$ cat src/rtl/mem_dumper.sv
// Debug memory dumper: walks a word range of a synchronous-read memory and
// streams each word with its address over a valid/ready port.
module mem_dumper #(
  parameter int DATA_WIDTH = 32,
  parameter int ADDR_WIDTH = 10
) (
  input  logic                  clk,
  input  logic                  rstn,
  input  logic                  start,
  input  logic                  abort,
  input  logic [ADDR_WIDTH-1:0] base_addr,
  input  logic [ADDR_WIDTH:0]   count,
  output logic [ADDR_WIDTH-1:0] mem_addr,
  input  logic [DATA_WIDTH-1:0] mem_dout,
  output logic                  out_valid,
  input  logic                  out_ready,
  output logic [DATA_WIDTH-1:0] out_data,
  output logic [ADDR_WIDTH-1:0] out_addr,
  output logic                  busy,
  output logic                  done
);

  typedef enum logic [2:0] {
    IDLE   = 3'd0,
    ISSUE  = 3'd1,
    READ   = 3'd2,
    SEND   = 3'd3,
    FINISH = 3'd4
  } state_t;

  localparam logic [ADDR_WIDTH-1:0] ADDR_ONE  = ADDR_WIDTH'(1);
  localparam logic [ADDR_WIDTH:0]   CNT_ONE   = (ADDR_WIDTH + 1)'(1);
  localparam logic [ADDR_WIDTH:0]   CNT_ZERO  = (ADDR_WIDTH + 1)'(0);

  state_t                  state_r, state_s;
  logic [ADDR_WIDTH-1:0]   ptr_r, ptr_s;
  logic [ADDR_WIDTH:0]     remaining_r, remaining_s;
  logic [ADDR_WIDTH-1:0]   mem_addr_s;
  logic                    out_valid_s;
  logic [DATA_WIDTH-1:0]   out_data_s;
  logic [ADDR_WIDTH-1:0]   out_addr_s;
  logic                    busy_s;
  logic                    done_s;

  // Next-state and next-output computation for the dump sequencer.
  always_comb begin
    state_s     = state_r;
    ptr_s       = ptr_r;
    remaining_s = remaining_r;
    mem_addr_s  = mem_addr;
    out_valid_s = out_valid;
    out_data_s  = out_data;
    out_addr_s  = out_addr;
    done_s      = 1'b0;

    case (state_r)
      IDLE: begin
        // abort in IDLE swallows a simultaneous start
        if (abort) begin
          state_s = IDLE;
        end else if (start) begin
          if (count != CNT_ZERO) begin
            ptr_s       = base_addr;
            remaining_s = count;
            mem_addr_s  = base_addr;
            state_s     = ISSUE;
          end else begin
            state_s = FINISH;
          end
        end else begin
          state_s = IDLE;
        end
      end
      ISSUE: begin
        state_s = READ;
      end
      READ: begin
        out_data_s  = mem_dout;
        out_addr_s  = ptr_r;
        out_valid_s = 1'b1;
        remaining_s = remaining_r - CNT_ONE;
        state_s     = SEND;
      end
      SEND: begin
        if (out_ready) begin
          out_valid_s = 1'b0;
          if (remaining_r != CNT_ZERO) begin
            ptr_s      = ptr_r + ADDR_ONE;
            mem_addr_s = ptr_r + ADDR_ONE;
            state_s    = ISSUE;
          end else begin
            state_s = FINISH;
          end
        end else begin
          state_s = SEND;
        end
      end
      FINISH: begin
        done_s  = 1'b1;
        state_s = IDLE;
      end
      default: begin
        state_s = IDLE;
      end
    endcase

    // abort outranks any handshake or completion in flight
    if (abort && (state_r != IDLE)) begin
      state_s     = IDLE;
      out_valid_s = 1'b0;
      done_s      = 1'b0;
    end else begin
      state_s = state_s;
    end

    busy_s = (state_s != IDLE);
  end

  // State, datapath and output registers with synchronous active-low reset.
  always_ff @(posedge clk) begin
    if (!rstn) begin
      state_r     <= IDLE;
      ptr_r       <= '0;
      remaining_r <= '0;
      mem_addr    <= '0;
      out_valid   <= 1'b0;
      out_data    <= '0;
      out_addr    <= '0;
      busy        <= 1'b0;
      done        <= 1'b0;
    end else begin
      state_r     <= state_s;
      ptr_r       <= ptr_s;
      remaining_r <= remaining_s;
      mem_addr    <= mem_addr_s;
      out_valid   <= out_valid_s;
      out_data    <= out_data_s;
      out_addr    <= out_addr_s;
      busy        <= busy_s;
      done        <= done_s;
    end
  end

endmodule

$ cat config.mk
export PLATFORM = sky130hd
export DESIGN_NAME = mem_dumper
export DESIGN_NICKNAME = d
export VERILOG_FILES = /design/src/rtl/mem_dumper.sv
export SDC_FILE = /design/constraint.sdc
export NUM_CORES = 1
export LEC_CHECK = 0
export CORE_MARGIN = 2
export CORE_UTILIZATION = 35
export DETAILED_ROUTE_END_ITERATION = 6
export DONT_BUFFER_PORTS = 1
export SLEW_MARGIN = 20
export SYNTH_ARGS = -nofsm -noshare
export SYNTH_HDL_FRONTEND = slang
export SYNTH_SLANG_ARGS = --single-unit
$ cat constraint.sdc
create_clock -name clk -period 2.2 [get_ports clk]
set_input_delay 0.22 -clock clk [delete_from_list [all_inputs] [get_ports clk]]
set_output_delay 0.22 -clock clk [all_outputs]
set_load 0.1 [all_outputs]
==> results by group <==
Critical path
  – R2R Setup Slk: 0.30 ns
  – Critical Path AT: 2.12 ns
  – Worst setup SP type: register
  – Type of the worst setup path: reg -> reg
  – Crit-path leading delay family: compound AO/OA/AOI/OAI gates
  – CP max stage delay: 0.33 ns
  – WP data required: 2.43 ns
  – CP Buf/Inv Count: 1
  – Critical Path, Cell by Cell: inv_1 > ha_1 > nor4b_1 > and3_4 > a2bb2oi_4 > a21oi_1 > o221a_2
  – Critical Path Fanout Max: 13
  – Crit. End Element: register
  – CP max-delay cell: a2bb2oi_4

Logic synthesis
  – Mapped cell area: 2980 sq um
  – Synth Register Bits: 69
  – Mapped Nets: 430
  – Post-Synthesis Cells: 369
  – Post-synthesis adder-cell area fraction: 1.26%
  – Syn. warnings: 0
  – EDFF count, synth: 0
  – Post-synth cell types: 54
  – Area fraction of the dominant cell type after synthesis: 46.4%
  – Async SR Flop Fraction: 0%
  – Post-Synth Simple-Gate Area: 25.4%
  – Syn_area_per_cell: 8.07 sq um
  – Area leader, netlist: dfxtp_1
  – Largest family of logic cells by synthesized area: simple AND/OR/NAND/NOR gates
  – Synth Area in Compound Gates: 21.5%
  – Main synth FF type: dfxtp_1
  – Sequential-to-total area share from yosys stat: 46.4%
  – Ranking of synthesized cells by area: dfxtp_1, nand2_1, a21oi_1
  – XOR/XNOR Fraction of Synth Area: 0.882%
  – Proportion of synthesized area in mux cells: 0%

Power
  – P_leak: 0.00140 uW
  – Pwr Density: 756 nW/um^2
  – Peak VDD IR: 0.000345 V

Floorplanning
  – Total die area: 9270 sq um
  – Initial Util: 36.3%
  – I/O pins: 113
  – Site row count: 33
  – Placeable Area: 8220 sq um
  – Chip Width: 96.3 microns
  – Die H: 96.3 microns

Routing
  – Total Routed Length: 7820 microns
  – Via count: 2792
  – TritonRoute pass-1 iters: 6
  – DRC viols: 0
  – Initial DRC count: 111
  – Remaining antenna violation count: 0
  – WL/cell: 14.6 microns
  – Mean number of vias per cell: 5.22

Global routing
  – Met1 GRT Util: 19.3%
  – Busiest layer in global routing: met2
  – Largest net degree at the start of global routing: 32
  – M2 GR Usage: 26.1%
  – Global-route wire length before repair: 11700 microns
  – GRT overflow: 0
  – Met3 usage: 7.13%
  – Initial antenna violation count: 0
  – Total track usage: 16.3%
  – Vias in the first global route: 2479

CTS
  – CTS H-tree depth: 3
  – Clock transition at path regs: 0.07 ns
  – Resize count post-CTS: 0
  – Clock Latency Late Sink: 0.33 ns
  – CTS tree: built
  – Root Driver: clkbuf_8
  – Clock Sinks: 69
  – CTS Buffer Depth: 2
  – Setup repair bufs after CTS: 0
  – Clock buffer count from CTS: 9

Cells and area
  – Final #Nets: 488
  – Final Util: 45.7%
  – Diode count: 0
  – Area Overhead vs Synth: 26.1%
  – Share of layout cells above drive strength 1: 20.9%

Flow run
  – Max Cap Violations: 0

Timing
  – Setup violators final: 0
  – Tmin final: 1.90 ns
  – Rel. slew slack: 60.4%
  – Final Hold Fails: 0
  – Worst clock skew: 0.00808 ns
  – RSZ-0062 raised after global routing: no
  – FMAX: 0.528 GHz
  – Worst Tran Pin Value: 0.594 ns
  – Final Max Tran Viols: 0
  – Tcrit/Tclk final: 86.1%
  – Fin Setup TNS: 0 ns

Placement
  – Detail Placement HPWL: 5430 microns
  – IO buf count: 0
  – Final Wtd Congestion: 0.834

Worst hold path
  – Hold Path Class: in -> reg

Run status
  – Status: completed
## layer usage
metal  routed length, microns  vias to the layer above
li1                         -                     1386
met3                      716                       12
met4                      121                        0
met2                     3710                      115
met1                     3270                     1279
met5                        0                        -
## cell usage after synthesis (4+ instances only)
library cell    n
o21ai_0         5
dfxtp_1        69
nor2_1         15
nand2_1       104
clkbuf_1        9
inv_1           4
nand3_1        15
buf_2          10
a22oi_1         4
nor3_1          4
a21oi_1        62
a31oi_1         6
## report_power, final
group          internal, uW  switching (uW)
Combinational           129             332
Sequential             1290            29.5
Clock                   606             455
## sequential cells by signal (all words and copies together), names as in the netlist
register / flops
out_data: 32
remaining_r: 11
out_addr: 10
ptr_r: 10
state_r: 3
busy: 1
done: 1
out_valid: 1
## area by class of cell
cell class | instances | area, sq um
clock inverter | 1 | 30.0
sequential | 69 | 1380
tap | 105 | 131
fill | 793 | 4460
timing repair buffer | 72 | 561
clock buffer | 13 | 169
multi-input combinational | 271 | 1470
inverter | 4 | 15.0
## path summary, 6_finish.rpt
path | startpoint | cells after the start | to
worst max register to register | remaining_r[0]$_SDFFE_PN0P_ | 7 | ptr_r[3]$_SDFFE_PN0P_
worst min-delay path | mem_dout[28] | 2 | out_data[28]$_SDFFE_PN0P_
worst max-delay path | remaining_r[0]$_SDFFE_PN0P_ | 7 | ptr_r[3]$_SDFFE_PN0P_
worst min register to register | out_addr[8]$_SDFFE_PN0P_ | 2 | out_addr[8]$_SDFFE_PN0P_
## cells by family (layout without fill, tap and decap cells)
kind of cell / after synthesis / count (layout)
flops: 69 / 69
simple gates: 165 / 165
xor+xnor: 3 / 3
compound gates: 100 / 100
buf+inv: 29 / 90
fa+ha+maj: 3 / 3
## stage by stage
stage	instance area (sq um)	hold slack (ns)	setup slack (ns)	instances	power (uW)
after detailed placement	3480	0.351	0.350	513	1800
final	3760	0.0181	0.305	535	2840
after CTS	3720	0.00186	0.310	531	2860
after global routing	3760	0.0000397	0.154	535	2960
after floorplan	2980	0.353	0.00955	369	1720
after global placement	3480	0.341	0.402	513	1790
## what timing repair did
item	CTS	global route
hold buffers	4	4
setup endpoints to repair	0	0
endpoints found under the hold margin	4	4
## cell usage in the layout, fill, tap and decap left out, types with 2 or more instances in the layout
cell type,count
o221a_2,2
nor2_1,15
xnor2_1,2
nand2b_1,2
and3_1,3
a31oi_1,6
nand3_1,15
o21a_1,2
a21oi_1,62
dlygate4sd3_1,8
a2bb2oi_1,2
nand2_1,104
a311oi_1,2
a22oi_1,4
ha_1,3
clkbuf_8,12
nor4_1,3
o211ai_1,2
o21ai_0,5
inv_1,3
dfxtp_1,69
and4_1,3
nor3_1,4
and2_1,3
buf_4,64
Note: power is estimated with default switching activity, not from simulation.
